`src/rtl/o_drain_if.sv`:
```
// Bus bundle between o_drain, the o_buf read port and the activation writeback stream.
interface o_drain_if #(
  parameter int WIDTH = 19,
  parameter int DEPTH = 8,
  parameter int OUT_W = 8,
  parameter int SH_W  = 4
);
  localparam int AW = $clog2(DEPTH);

  logic             start_i;
  logic [SH_W-1:0]  shift_i;
  logic             busy_o;
  logic             done_o;
  logic [AW-1:0]    raddr_o;
  logic [WIDTH-1:0] rdata_i;
  logic [OUT_W-1:0] out_data_o;
  logic             out_valid_o;
  logic             out_ready_i;

  modport master (
    input  start_i, shift_i, rdata_i, out_ready_i,
    output busy_o, done_o, raddr_o, out_data_o, out_valid_o
  );

  modport slave (
    output start_i, shift_i, rdata_i, out_ready_i,
    input  busy_o, done_o, raddr_o, out_data_o, out_valid_o
  );
endinterface

```
`src/rtl/o_drain.sv`:
```
// Drains o_buf 0..DEPTH-1, requantizes (round, shift, saturate) into a 2-entry skid FIFO.
// Optional build macro ODRAIN_RELU_EN clamps negative partial sums to zero before the shift.
module o_drain #(
  parameter int WIDTH = 19,
  parameter int DEPTH = 8,
  parameter int OUT_W = 8,
  parameter int SH_W  = 4
) (
  input  logic       clk_i,
  input  logic       rst_i,
  o_drain_if.master  bus
);
  localparam int AW = $clog2(DEPTH);
  localparam logic signed [WIDTH:0] SMAX = (WIDTH+1)'((1 << (OUT_W-1)) - 1);
  localparam logic signed [WIDTH:0] SMIN = ~SMAX;

  typedef enum logic [1:0] {IDLE, READ, DRAIN} state_t;

  state_t           state_q, state_d;
  logic [AW-1:0]    raddr_q, raddr_d;
  logic [SH_W-1:0]  sh_q, sh_d;
  logic             inflight_q, inflight_d;
  logic [OUT_W-1:0] mem_q [2];
  logic             wr_ptr_q, rd_ptr_q;
  logic [1:0]       cnt_q;
  logic             push, pop, room, last_addr, done;
  logic [2:0]       occ;
  logic [OUT_W-1:0] push_data;
  logic signed [WIDTH:0] xe, rnd, ye;

  assign push      = inflight_q;
  assign pop       = (cnt_q != 2'd0) && bus.out_ready_i;
  assign last_addr = (raddr_q == AW'(DEPTH-1));
  // Occupancy counts this cycle's pop so a steady ready stream issues every cycle.
  assign occ       = {1'b0, cnt_q} - {2'b0, pop} + {2'b0, inflight_q};
  assign room      = (occ < 3'd2);

  // The start-accept cycle already presents address 0, giving 2-cycle first-element latency.
  always_comb begin
    state_d    = state_q;
    raddr_d    = raddr_q;
    sh_d       = sh_q;
    inflight_d = 1'b0;
    done       = 1'b0;
    unique case (state_q)
      IDLE: if (bus.start_i) begin
        state_d    = READ;
        sh_d       = bus.shift_i;
        inflight_d = 1'b1;
        raddr_d    = AW'(1);
      end
      READ: if (room) begin
        inflight_d = 1'b1;
        if (last_addr) state_d = DRAIN;
        else           raddr_d = raddr_q + 1'b1;
      end
      DRAIN: if (cnt_q == 2'd1 && !inflight_q && pop) begin
        done    = 1'b1;
        state_d = IDLE;
        raddr_d = '0;
      end
      default: state_d = IDLE;
    endcase
  end

  always_comb begin
    xe = {bus.rdata_i[WIDTH-1], bus.rdata_i};
`ifdef ODRAIN_RELU_EN
    if (xe < 0) xe = '0;
`endif
    rnd = $signed((WIDTH+1)'(1) << (sh_q - 1'b1));
    if (sh_q == '0) ye = xe;
    else            ye = (xe + rnd) >>> sh_q;
    if (ye > SMAX)      push_data = SMAX[OUT_W-1:0];
    else if (ye < SMIN) push_data = SMIN[OUT_W-1:0];
    else                push_data = ye[OUT_W-1:0];
  end

  always_ff @(posedge clk_i or negedge rst_i) begin
    if (!rst_i) begin
      state_q    <= IDLE;
      raddr_q    <= '0;
      sh_q       <= '0;
      inflight_q <= 1'b0;
      wr_ptr_q   <= 1'b0;
      rd_ptr_q   <= 1'b0;
      cnt_q      <= 2'd0;
      mem_q[0]   <= '0;
      mem_q[1]   <= '0;
    end else begin
      state_q    <= state_d;
      raddr_q    <= raddr_d;
      sh_q       <= sh_d;
      inflight_q <= inflight_d;
      if (push) begin
        mem_q[wr_ptr_q] <= push_data;
        wr_ptr_q        <= ~wr_ptr_q;
      end
      if (pop) rd_ptr_q <= ~rd_ptr_q;
      cnt_q <= cnt_q + {1'b0, push} - {1'b0, pop};
    end
  end

  a_no_overflow: assert property (@(posedge clk_i) disable iff (!rst_i)
    !(push && !pop && cnt_q == 2'd2));

  assign bus.raddr_o     = raddr_q;
  assign bus.busy_o      = (state_q != IDLE);
  assign bus.done_o      = done;
  assign bus.out_valid_o = (cnt_q != 2'd0);
  assign bus.out_data_o  = mem_q[rd_ptr_q];
endmodule

```
`src/flat_wrapper.sv`:
```
// flat-port wrapper written by rule: the top's interface ports become plain ports
module o_drain_flat 
#(
  parameter int WIDTH = 19,
  parameter int DEPTH = 8,
  parameter int OUT_W = 8,
  parameter int SH_W  = 4
)
  (clk_i, rst_i, bus_start_i, bus_shift_i, bus_rdata_i, bus_out_ready_i, bus_busy_o, bus_done_o, bus_raddr_o, bus_out_data_o, bus_out_valid_o);
  o_drain_if #(.WIDTH(WIDTH), .DEPTH(DEPTH), .OUT_W(OUT_W), .SH_W(SH_W)) bus_i ();
  input  logic clk_i;
  input  logic rst_i;
  input wire logic [$bits(bus_i.start_i)-1:0] bus_start_i;
  input wire logic [$bits(bus_i.shift_i)-1:0] bus_shift_i;
  input wire logic [$bits(bus_i.rdata_i)-1:0] bus_rdata_i;
  input wire logic [$bits(bus_i.out_ready_i)-1:0] bus_out_ready_i;
  output wire logic [$bits(bus_i.busy_o)-1:0] bus_busy_o;
  output wire logic [$bits(bus_i.done_o)-1:0] bus_done_o;
  output wire logic [$bits(bus_i.raddr_o)-1:0] bus_raddr_o;
  output wire logic [$bits(bus_i.out_data_o)-1:0] bus_out_data_o;
  output wire logic [$bits(bus_i.out_valid_o)-1:0] bus_out_valid_o;
  assign bus_i.start_i = bus_start_i;
  assign bus_i.shift_i = bus_shift_i;
  assign bus_i.rdata_i = bus_rdata_i;
  assign bus_i.out_ready_i = bus_out_ready_i;
  assign bus_busy_o = bus_i.busy_o;
  assign bus_done_o = bus_i.done_o;
  assign bus_raddr_o = bus_i.raddr_o;
  assign bus_out_data_o = bus_i.out_data_o;
  assign bus_out_valid_o = bus_i.out_valid_o;
  o_drain #(.WIDTH(WIDTH), .DEPTH(DEPTH), .OUT_W(OUT_W), .SH_W(SH_W)) u_core (.clk_i(clk_i), .rst_i(rst_i), .bus(bus_i));
endmodule
```
`config.mk`:
```
export PLATFORM = sky130hd
export DESIGN_NAME = o_drain_flat
export DESIGN_NICKNAME = d
export VERILOG_FILES = /design/src/rtl/o_drain_if.sv /design/src/rtl/o_drain.sv /design/src/flat_wrapper.sv
export SDC_FILE = /design/constraint.sdc
export NUM_CORES = 1
export LEC_CHECK = 0
export BUFFER_PORTS_ARGS = -buffer_cell sky130_fd_sc_hd__buf_2
export CORE_UTILIZATION = 45
export DETAILED_ROUTE_END_ITERATION = 10
export PLACE_DENSITY = 0.71
export SETUP_SLACK_MARGIN = 0.2
export SYNTH_ARGS = -nofsm -noshare
export SYNTH_HDL_FRONTEND = slang
export SYNTH_SLANG_ARGS = --single-unit
```
`constraint.sdc`:
```
create_clock -name clk_i -period 10.2 [get_ports clk_i]
set_clock_uncertainty 0.15 [all_clocks]
set_input_delay 2.04 -clock clk_i [delete_from_list [all_inputs] [get_ports clk_i]]
set_output_delay 2.04 -clock clk_i [all_outputs]
set_load 0.005 [all_outputs]
```
After elaboration in Yosys (flattened, before gate mapping)
Cells that the tools add are included.

storage, ports and cells
  bits in registers = 30
  input port bits = 27
  output and inout bits = 14
  word-level logic and storage cells = 74

cells by class
  add/sub/neg operators = 7
  magnitude comparators = 6
  equality and inequality tests = 9
  shift operators = 2
  multiplexer cells = 24
  bitwise operators = 4
  reduce and logical (&&, ||, !) cells = 13

operators with widths
  operator              number
  $mux 8                6
  $add 19x20->20        1
  $gt 20x8->1 const B   1
  $lt 20x8->1 const B   1
  $mux 20               1
  $shl 1x4->20 const A  1
  $sshr 20x4->20        1
  $bwmux 16             1
  $mux 3                4
  $pmux 3 s3            1
  $demux 8 s1           1
  $mux 2                4
  $ne 2x1->1 const B    3
  $pmux 2 s3            1
  $reduce_and 5->1      1
  $eq 2x1->1 const B    2
  $ge 2x2->1 const B    2
  $logic_and 1x1->1     4
  $logic_not 4->1       1
  $mux 1                4
  $ne 2x2->1 const B    2
  $not 1->2             2
  $reduce_and 4->1      1
  $reduce_bool 2->1     2
  16 further kinds      17

Longest topological paths before layout
Gate-level depths: netlist (run 1).

  depth in word-level cells = 9
  depth in mapped cells = 18
  depth with buffers taken out = 17

Worst setup path after synthesis (run 1)
OpenSTA, ideal clock, no wires.

  path kind = input -> register
  start point = input bus_rdata_i[0]
  end point = register u_core.mem_q[14] (netlist name)
  data arrival time = 5.079 ns
  required time = 9.899 ns
  setup slack = 4.821 ns
  stages on the path = 14
  buffers on the path = 0
  cells stage by stage = ha_1 inv_1 fa_1 nand2b_1 a21oi_2 o21ai_1 o31a_1 xnor2_2 a21boi_0 mux2i_1 o221ai_1 nand3_1 o31ai_4 a311oi_1

between the ends
  cells in the longest elaborated chain, start to end = 7

ends and longest elaborated chain
  item                            RTL line            source
  start: declaration              flat_wrapper.sv:15  input wire logic [$bits(bus_i.rdata_i)-1:0] bus_rdata_i;
  $add 19x20->20                  o_drain.sv:73       else ye = (xe + rnd) >>> sh_q;
  $sshr 20x4->20                  o_drain.sv:73
  $mux 20 *                       o_drain.sv:72       if (sh_q == '0) ye = xe;
  $lt 20x8->1                     o_drain.sv:75       else if (ye < SMIN) push_data = SMIN[OUT_W-1:0];
  $mux 8                          o_drain.sv:75
  $mux 8 *                        o_drain.sv:74       if (ye > SMAX) push_data = SMAX[OUT_W-1:0];
  $bwmux 16 *                     o_drain.sv:96       mem_q[wr_ptr_q] <= push_data;
  end signal: indexed assignment  o_drain.sv:96
  end: declaration                o_drain.sv:23       logic [OUT_W-1:0] mem_q [2];

Every way passes the cells marked *; elsewhere a longest branch is shown, timed or not.
A chain may end at the register's enable or synchronous reset.

Worst setup path after layout (run 1)
  start point = register u_core.sh_q[0]
  end point = register u_core.mem_q[14] (netlist name)

between the ends
  cells in the longest elaborated chain, start to end = 9

ends and longest elaborated chain
  item                      RTL line       source
  start: declaration        o_drain.sv:21  logic [SH_W-1:0] sh_q, sh_d;
  start signal: assignment  o_drain.sv:83  sh_q <= '0;
  start signal: assignment  o_drain.sv:93  sh_q <= sh_d;
  $sub 4x1->4               o_drain.sv:71  rnd = $signed((WIDTH+1)'(1) << (sh_q - 1'b1));
  $shl 1x4->20              o_drain.sv:71
  $add 19x20->20            o_drain.sv:73
  $sshr 20x4->20            o_drain.sv:73
  $mux 20 *                 o_drain.sv:72
  $lt 20x8->1               o_drain.sv:75
  $mux 8                    o_drain.sv:75
  $mux 8 *                  o_drain.sv:74
  $bwmux 16 *               o_drain.sv:96

Marks and branches as above.

==> results.tsv, run 1 <==
stage	metric	value	unit
clock_tree	cts-resized-gates	0	
routing	wirelength	13.7	mm
floorplan	rows	35	
floorplan	core-area	9240	um2
timing	grt_setup_unrepaired	no	
final_layout	fin_util	50.2	%
routing	drt_first_pass_iters	6	
min_path	hold-path-endpoint	u_core.mem_q[7]	
flow_run	maxCapViolCount	0	
critical_path	reg2reg_to	u_core.mem_q[14]	
timing	worstMarginPinSlew	856	ps
floorplan	initial_core_util	46.6	%
clock_tree	cts-root-buf	clkbuf_8	
clock_tree	cts.sinks	30	
clock_tree	clk-insertion-delay-late	280	ps
pwr	ir_drop	0.0923	mV
global_route	grtUsageMet3	2.65	%
min_path	hold_class	reg2reg	
floorplan	fp.dieArea	9960	um2
clock_tree	hold_buffers	0	
logic_synthesis	post_synth.cell_area_avg	7.68	um2
clock_tree	cts_tree	done	
final_layout	diodes	0	
placement	hpwl	10.6	mm
logic_synthesis	ys_ff_latch	30	
floorplan	ios	41	
logic_synthesis	synth_cells	560	
logic_synthesis	yosys_warnings	0	
final_layout	areaGrowthSynthToFinish	7.76	%
logic_synthesis	ys.flop_type	dfrtp_1	
logic_synthesis	synth_cell_types	82	
timing	finalSetupViolations	0	
floorplan	die_x	99.8	um
timing	maxSlewHeadroom	42.6	%
timing	totalNegativeSetupSlack	0	ps
global_route	antenna_found_initial	0	
status	run_status	complete, no violations	
final_layout	fillers	930	
global_route	busiest_layer	met2	
global_route	grt_use_total	27.8	%
critical_path	worstPathRequired	10180	ps
critical_path	crit_start	u_core.sh_q[0]	
final_layout	final_cell_mix	nor2_1 (63), nand2_1 (60), a21oi_1 (47), buf_2 (40), dfrtp_1 (30)	
critical_path	r2r_setup_slack	3800	ps
clock_tree	clk_pin_slew_worst_paths	60	ps
logic_synthesis	synth_seq_area_share	17.4	%
global_route	grt_pass1_vias	4317	
min_path	holdPathStages	2	
clock_tree	cts_htree_levels	2	
global_route	grt_pass1_wl	21.9	mm
final_layout	drive_gt1_share	16.8	%
routing	drc_errors	0	
logic_synthesis	synth_edf_count	0	
critical_path	r2r_start	u_core.sh_q[0]	
min_path	hp-start	u_core.mem_q[7]	
final_layout	layout.nets	631	
logic_synthesis	synth_nets	613	
timing	fin_ws	3800	ps
global_route	grt_overflow	0	
critical_path	cp_max_fo	35	
timing	slew_violations	0	
critical_path	crit_path_end_kind	register	
routing	ant_nets	0	
placement	port-buffer-count	40	
critical_path	startpoint_type	register	
routing	viasPerCell	6.47	
logic_synthesis	synthArstFlopShare	100	%
floorplan	fp.dieH	99.8	um
global_route	grtUsageMet2	47.2	%
critical_path	path_class	reg2reg	
critical_path	crit_arrival	6380	ps
critical_path	reg2reg_depth	16	
pwr	powerDensity	327	nW/um2
placement	post-place-ws	4010	ps
logic_synthesis	synth_area	4300	um2
timing	finalHoldViolCount	0	
placement	place.gp.congestion	1.01	
routing	num_vias	4581	
timing	fin_crit	6400	ps
timing	fmax	0.156	GHz
clock_tree	post-cts-setup-buffers	0	
clock_tree	cts_inserted_buffers	5	
final_layout	layout_commonest_cell	nor2_1	
pwr	p_leak	1.92	nW
global_route	use_met1	36.2	%
routing	routedWlPerCell	19.3	um
clock_tree	cts_buffer_depth	2	
routing	first_iter_violations	401	
global_route	grt_start_max_net_pins	36	
timing	min_period_over_period	62.8	%
==> layer usage <==
metal | vias to the layer above | part of all wire, %
li1 | 2153 | -
met1 | 2147 | 41
met2 | 239 | 48
met3 | 42 | 8.1
met4 | 0 | 3.2
met5 | - | 0
==> state kept, by name, indices dropped and copies added, names as in the netlist <==
register	count
u_core.sh_q	4
u_core.inflight_q	1
u_core.mem_q	16
u_core.state_q	2
u_core.rd_ptr_q	1
u_core.bus.raddr_o	3
u_core.wr_ptr_q	1
u_core.cnt_q	2
==> area by class of cell <==
cell class | count | area, um2 | area share, %
Tap cell | 129 | 161 | 3.48
Sequential cell | 30 | 751 | 16.2
Clock inverter | 1 | 5.00 | 0.108
Multi-Input combinational cell | 471 | 3310 | 71.4
Inverter | 27 | 101 | 2.19
Clock buffer | 7 | 86.3 | 1.86
Timing Repair Buffer | 43 | 223 | 4.80
==> power by group <==
group / total (mW) / switching, mW / internal, mW / leakage (nW)
Sequential: 0.235 / 0.0561 / 0.179 / 0.356
Combinational: 1.18 / 0.728 / 0.455 / 1.51
Clock: 0.0976 / 0.0433 / 0.0543 / 0.0482
==> kinds of logic (layout without fill, tap and decap cells) <==
logic type      after synthesis  after routing  synth area share [%]
flops                        30             30                  17.4
mux                          32             32                  10.0
xor+xnor                     12             12                  3.05
compound gates              194            194                  32.7
buf+inv                      59             78                  5.64
simple gates                207            207                  23.2
fa+ha+maj                    26             26                  7.91
==> critical path, stage by stage (launching register included) <==
cell and delay, ps:
dfrtp_1 330, buf_4 350, clkinv_1 790, nand2_1 690
nor2_1 260, ha_1 590, nand3_1 160, nor2_1 280
o211ai_1 210, o21ai_0 380, nor3_1 160, a31oi_1 470
mux2i_1 140, o221ai_1 380, nand3_1 240, o31ai_4 480
a311oi_1 150
==> through the flow <==
stage | total power, mW | cell area [um2] | hold slack (ps) | std cells
6_report | 1.52 | 4640 | 337 | 708
3_5_place_dp | 1.39 | 4550 | 329 | 700
3_3_place_gp | 1.37 | 4550 | 317 | 700
2_1_floorplan | 1.11 | 4300 | 294 | 560
4_1_cts | 1.49 | 4640 | 344 | 708
5_1_grt | 1.64 | 4640 | 381 | 708
==> how the worst max path moves through the flow <==
stage | end | depth (start not counted)
2_1_floorplan | u_core.mem_q[14] | 14
3_3_place_gp | u_core.mem_q[14] | 16
3_5_place_dp | u_core.mem_q[14] | 16
4_1_cts | u_core.mem_q[14] | 16
5_1_grt | u_core.mem_q[6] | 16
6_report | u_core.mem_q[14] | 16
==> synthesized netlist by cell type, types with 5 or more instances <==
cell type	number	area share, %
a211oi_1	13	2.3
nor3_1	22	2.6
clkbuf_1	17	1.5
nand2_1	60	5.2
o21ai_0	29	3.4
nand3_1	13	1.5
a21oi_1	47	5.5
buf_2	8	0.93
o21ai_1	6	0.70
a31oi_1	6	0.87
o211ai_1	12	2.1
dfrtp_1	30	17
nor2_1	63	5.5
a21o_1	8	1.4
a311oi_1	5	1.0
ha_1	24	7.0
a22oi_1	5	0.87
mux2_2	15	3.9
inv_1	24	2.1
buf_1	5	0.44
mux2i_1	10	2.3
and2_1	8	1.2
and3_1	7	1.0
xnor2_1	7	1.4
mux4_2	6	3.1
Note: power is estimated with default switching activity, not from simulation.
==> run 2: changes to the inputs <==
- ABC_AREA: not set -> 1
- PLACE_DENSITY: 0.71 -> 0.74
- clock period: 10.2 -> 5.7 ns (I/O delays scaled with it)
==> results.tsv, run 2 <==
stage	metric	value	unit
status	run_status	complete, no violations	
timing	slew_violations	0	
critical_path	cp_max_fo	24	
final_layout	design_area	4380	um2
global_route	grtUsageMet3	4.69	%
min_path	hp-start	u_core.mem_q[1]	
routing	ant_nets	0	
floorplan	rows	34	
logic_synthesis	synth_seq_area_share	18.7	%
timing	worstMarginPinSlew	1060	ps
clock_tree	cts_buffer_depth	2	
logic_synthesis	ys_ff_latch	30	
floorplan	initial_core_util	46.3	%
critical_path	crit_slowest_cell	fa_1	
clock_tree	cts_tree	done	
critical_path	r2r_setup_slack	1160	ps
final_layout	layout_commonest_cell	nand2_1	
global_route	busiest_layer	met2	
floorplan	die_x	96.5	um
final_layout	drive_gt1_share	14.1	%
timing	fin_crit	4540	ps
final_layout	top_register	u_core.mem_q	
min_path	holdPathStages	2	
routing	drc_errors	0	
routing	routedWlPerCell	14.1	um
placement	port-buffer-count	40	
placement	hpwl	9.66	mm
flow_run	maxCapViolCount	0	
critical_path	reg2reg_depth	30	
critical_path	startpoint_type	register	
critical_path	crit_path_end_kind	register	
routing	num_vias	4673	
timing	maxSlewHeadroom	28.9	%
global_route	grt_start_max_net_pins	31	
logic_synthesis	synth_edf_count	0	
global_route	antenna_found_initial	0	
logic_synthesis	synth_top_area_share	21.9	%
global_route	grt_pass1_wl	19.8	mm
timing	fmax	0.220	GHz
logic_synthesis	synth_cells	696	
clock_tree	cts_inserted_buffers	5	
final_layout	areaGrowthSynthToFinish	8.90	%
floorplan	ios	41	
timing	finalHoldViolCount	0	
clock_tree	post-cts-setup-buffers	0	
logic_synthesis	synth_area_leaders	nand2_1 (22%), dfrtp_1 (19%), nand3_1 (14%)	
critical_path	crit_arrival	4570	ps
final_layout	final_cell_mix	nand2_1 (235), nand3_1 (111), inv_1 (71), nor2_1 (61), buf_2 (40)	
timing	finalSetupViolations	0	
floorplan	fp.dieH	96.5	um
pwr	powerDensity	504	nW/um2
logic_synthesis	synthArstFlopShare	100	%
timing	min_period_over_period	79.7	%
critical_path	r2r_start	u_core.sh_q[0]	
logic_synthesis	synth_area	4020	um2
placement	place.gp.congestion	0.952	
logic_synthesis	synth_cell_types	41	
routing	viasPerCell	5.59	
pwr	p_leak	2.47	nW
clock_tree	cts.sinks	30	
pwr	ir_drop	0.266	mV
floorplan	fp.dieArea	9320	um2
min_path	hold_class	reg2reg	
clock_tree	hold_buffers	0	
routing	drt_first_pass_iters	5	
global_route	grtUsageMet2	43.4	%
placement	dpl_cell_area	4280	um2
clock_tree	cts-root-buf	clkbuf_8	
global_route	use_met1	36.3	%
critical_path	reg2reg_to	u_core.mem_q[9]	
critical_path	path_class	reg2reg	
critical_path	worstPathRequired	5720	ps
logic_synthesis	yosys_warnings	0	
global_route	grt_pass1_vias	4321	
logic_synthesis	yosysTopAreaCell	nand2_1	
clock_tree	clk_pin_slew_worst_paths	70	ps
final_layout	layout.nets	780	
logic_synthesis	ys.flop_type	dfrtp_1	
logic_synthesis	post_synth.cell_area_avg	5.78	um2
logic_synthesis	synth_nets	749	
global_route	grt_overflow	0	
global_route	grt_use_total	27.6	%
final_layout	largest_register_ffs	16	
clock_tree	cts_htree_levels	2	
timing	totalNegativeSetupSlack	0	ps
logic_synthesis	synth_most_common_cell	nand2_1	
timing	grt_setup_unrepaired	no	
clock_tree	cts-resized-gates	0	
floorplan	core-area	8680	um2
min_path	hold-path-endpoint	u_core.mem_q[1]	
critical_path	crit_path_max_incr_delay	390	ps
routing	first_iter_violations	323	
routing	wirelength	11.8	mm
logic_synthesis	synth_top_cells_by_count	nand2_1 (235), nand3_1 (111), inv_1 (71)	
final_layout	diodes	0	
critical_path	cp_common_cell	nand2_1	
clock_tree	clk-insertion-delay-late	280	ps
-- run 2: cell types whose count changed in the layout (fill, tap and decap cells not counted), moves of 7 or more --
cell / change
nand2_1: +175
nand3_1: +98
inv_1: +47
a21oi_1: -23
nor3_1: -19
inv_2: +15
mux2_2: -15
nand2_2: +15
a211oi_1: -12
mux2i_1: -10
o211ai_1: -10
nand3_2: +9
and3_1: -7
-- run 2: cell families after synthesis --
| kind of cell | synth area share [%] |
|---|---|
| XOR/XNOR | 1.53 |
| buffers and inverters | 10.9 |
| adder cells (fa/ha/maj) | 8.47 |
| AND/OR/NAND/NOR | 50.6 |
| AO/OA/AOI/OAI | 9.84 |
| flip-flops | 18.7 |
-- run 2: cell type report --
| class | instances | area [um2] |
|---|---|---|
| clock buffers | 6 | 82.6 |
| clock inverters | 2 | 12.5 |
| fillers | 899 | 4300 |
| inverters | 89 | 334 |
| multi-input cells | 557 | 2830 |
| flip-flops and latches | 30 | 751 |
| well taps | 108 | 135 |
| repair buffers | 44 | 230 |
-- run 2: worst max-delay path by stage --
stage,cells after the start,slack (ps),from,end
after global routing,30,640,u_core.sh_q[0],u_core.mem_q[10]
after CTS,30,1200,u_core.sh_q[0],u_core.mem_q[9]
after detailed placement,30,1210,u_core.sh_q[0],u_core.mem_q[9]
after floorplan,27,2010,u_core.sh_q[2],u_core.mem_q[10]
final,30,1160,u_core.sh_q[0],u_core.mem_q[9]
after global placement,30,1350,u_core.sh_q[0],u_core.mem_q[10]
-- run 2: layer usage --
layer | vias to the layer above | part of all wire (%) | wire length, um
met5 | - | 0 | 0
met4 | 0 | 4.8 | 569
met3 | 41 | 7.7 | 911
met2 | 209 | 43 | 5100
met1 | 2110 | 44 | 5220
li1 | 2313 | - | -
-- run 2: stage by stage --
stage	worst slack [ps]	utilization (%)	power (mW)	cells	hold slack [ps]
3_5_place_dp	1210	49.4	2.00	828	317
6_report	1160	50.4	2.21	836	336
3_3_place_gp	1350	49.4	1.97	828	316
5_1_grt	637	50.4	2.47	836	363
2_1_floorplan	2010	-	1.62	696	299
4_1_cts	1200	50.4	2.19	836	336
-- run 2: critical path, delay by kind of cell (launching register included) --
family | cells | cell delay, ps
flip-flops | 1 | 320
AND/OR/NAND/NOR | 24 | 2610
adder cells (fa/ha/maj) | 2 | 610
buffers and inverters | 4 | 750
-- run 2: report_power, final --
part / leakage [nW] / internal, mW / switching, mW
Combinational: 2.06 / 0.556 / 1.05
Sequential: 0.366 / 0.316 / 0.108
Clock: 0.0472 / 0.0969 / 0.0822
Total: 2.47 / 0.968 / 1.24
==> run 3: changes to the inputs <==
- PLACE_DENSITY: 0.74 -> 0.72
- clock period: 5.7 -> 4.7 ns (I/O delays scaled with it)
==> results.tsv, run 3 (synthesis gave the netlist of run 2 again) <==
stage	metric	value	unit
floorplan	core-area	8680	um2
pwr	powerDensity	617	nW/um2
timing	grt_setup_unrepaired	no	
critical_path	worstPathRequired	4720	ps
critical_path	path_class	reg2reg	
routing	viasPerCell	5.57	
routing	wirelength	12.0	mm
clock_tree	cts_inserted_buffers	5	
pwr	switching_share	56.2	%
floorplan	ios	41	
timing	slew_violations	0	
timing	finalHoldViolCount	0	
final_layout	drive_gt1_share	14.6	%
pwr	power_switching	1.53	mW
final_layout	diodes	0	
pwr	p_clk_share	8.0	%
critical_path	cp_max_fo	19	
clock_tree	hold_buffers	0	
timing	finalSetupViolations	0	
placement	place.gp.congestion	0.944	
clock_tree	cts-resized-gates	0	
min_path	hp-start	u_core.mem_q[15]	
pwr	p_leak	2.49	nW
final_layout	top_register	u_core.mem_q	
final_layout	fillers	922	
critical_path	critPathTopFamily	simple AND/OR/NAND/NOR gates	
clock_tree	cts_tree	done	
critical_path	crit_path_max_incr_delay	430	ps
routing	routedWlPerCell	14.3	um
global_route	grt_pass1_wl	20.3	mm
placement	hpwl	9.72	mm
critical_path	startpoint_type	register	
final_layout	final_cell_mix	nand2_1 (235), nand3_1 (111), inv_1 (71), nor2_1 (61), buf_2 (40)	
critical_path	crit_slowest_cell	fa_1	
critical_path	crit_start	u_core.sh_q[1]	
routing	drt_first_pass_iters	5	
clock_tree	cts_htree_levels	2	
global_route	antenna_found_initial	0	
floorplan	die_x	96.5	um
flow_run	maxCapViolCount	0	
routing	num_vias	4673	
global_route	grt_use_total	28.2	%
placement	port-buffer-count	40	
pwr	p_seq_share	17.5	%
global_route	grt_start_max_net_pins	31	
floorplan	fp.dieArea	9320	um2
timing	fmax	0.250	GHz
pwr	power_frac_comb	74.5	%
critical_path	crit_path_end_kind	register	
routing	drc_errors	0	
final_layout	layout.cells.non_filler	839	
timing	worstMarginPinSlew	1130	ps
routing	first_iter_violations	403	
critical_path	cp_common_cell	nand2_1	
critical_path	worst-path-buf-inv	4	
pwr	ir_drop	0.349	mV
placement	placed_cells	831	
timing	totalNegativeSetupSlack	0	ps
clock_tree	cts-root-buf	clkbuf_8	
floorplan	rows	34	
final_layout	layout_commonest_cell	nand2_1	
floorplan	fp.dieH	96.5	um
clock_tree	cts_buffer_depth	2	
timing	min_period_over_period	85.0	%
clock_tree	cts.sinks	30	
pwr	p_int	1.19	mW
clock_tree	clk_pin_slew_worst_paths	70	ps
timing	fin_crit	4000	ps
floorplan	initial_core_util	46.3	%
final_layout	largest_register_ffs	16	
min_path	hold_class	reg2reg	
critical_path	r2r_start	u_core.sh_q[1]	
final_layout	layout.nets	783	
global_route	grt_overflow	0	
timing	maxSlewHeadroom	24.6	%
clock_tree	clk-insertion-delay-late	280	ps
routing	ant_nets	0	
critical_path	crit_arrival	4020	ps
global_route	grt_pass1_vias	4404	
clock_tree	post-cts-setup-buffers	0	
final_layout	areaGrowthSynthToFinish	9.55	%
status	run_status	complete, no violations	
[run 3: path summary, 6_finish.rpt]
path                       depth (start not counted)  slack (ps)           endpoint
max                                               29         700    u_core.mem_q[8]
min                                                2         340   u_core.mem_q[15]
max reg2reg                                       29         700    u_core.mem_q[8]
min reg2reg                                        2         340   u_core.mem_q[15]
max in group asynchronous                          1        3420  u_core.state_q[1]
min in group asynchronous                          1         530   u_core.mem_q[15]
[run 3: area by class of cell]
cell class	instances	area [um2]	area share, %
Tap cell	108	135	3.07
Clock buffer	6	82.6	1.88
Timing Repair Buffer	47	253	5.74
Clock inverter	2	12.5	0.284
Inverter	89	334	7.59
Sequential cell	30	751	17.0
Multi-Input combinational cell	557	2840	64.4
[run 3: per-layer routing]
| layer | track usage (%) | vias to the layer above | wire (um) | part of all wire (%) |
|---|---|---|---|---|
| li1 | - | 2318 | - | - |
| met1 | 37.4 | 2165 | 5490 | 46 |
| met2 | 47.9 | 163 | 5520 | 46 |
| met3 | 2.66 | 27 | 673 | 5.6 |
| met4 | 8.82 | 0 | 316 | 2.6 |
| met5 | 0 | - | 0 | 0 |
[run 3: per-stage QoR]
stage	cell area (um2)	power (mW)	worst slack (ps)	hold WS [ps]	utilization, %
6_report	4400	2.72	704	340	50.7
4_1_cts	4400	2.69	764	339	50.7
3_3_place_gp	4310	2.43	795	316	49.6
5_1_grt	4400	3.04	211	371	50.7
3_5_place_dp	4310	2.46	705	320	49.6
2_1_floorplan	4020	1.96	1010	299	-
[run 3: power groups by stage]
| stage | clock network, mW | registers, mW | logic, mW |
|---|---|---|---|
| final | 0.217 | 0.475 | 2.02 |
| after global routing | 0.233 | 0.492 | 2.32 |
| after CTS | 0.224 | 0.472 | 2.00 |
| after detailed placement | 0 | 0.474 | 1.99 |
| after global placement | 0 | 0.470 | 1.96 |
| after floorplan | 0 | 0.452 | 1.51 |
[run 3: tightest hold or removal path: cells and delay by family, from the launching register on]
kind               cells  cell delay, ps
DFF                    1             350
AOI/OAI and AO/OA      1              50
and+or+nand+nor        1              50
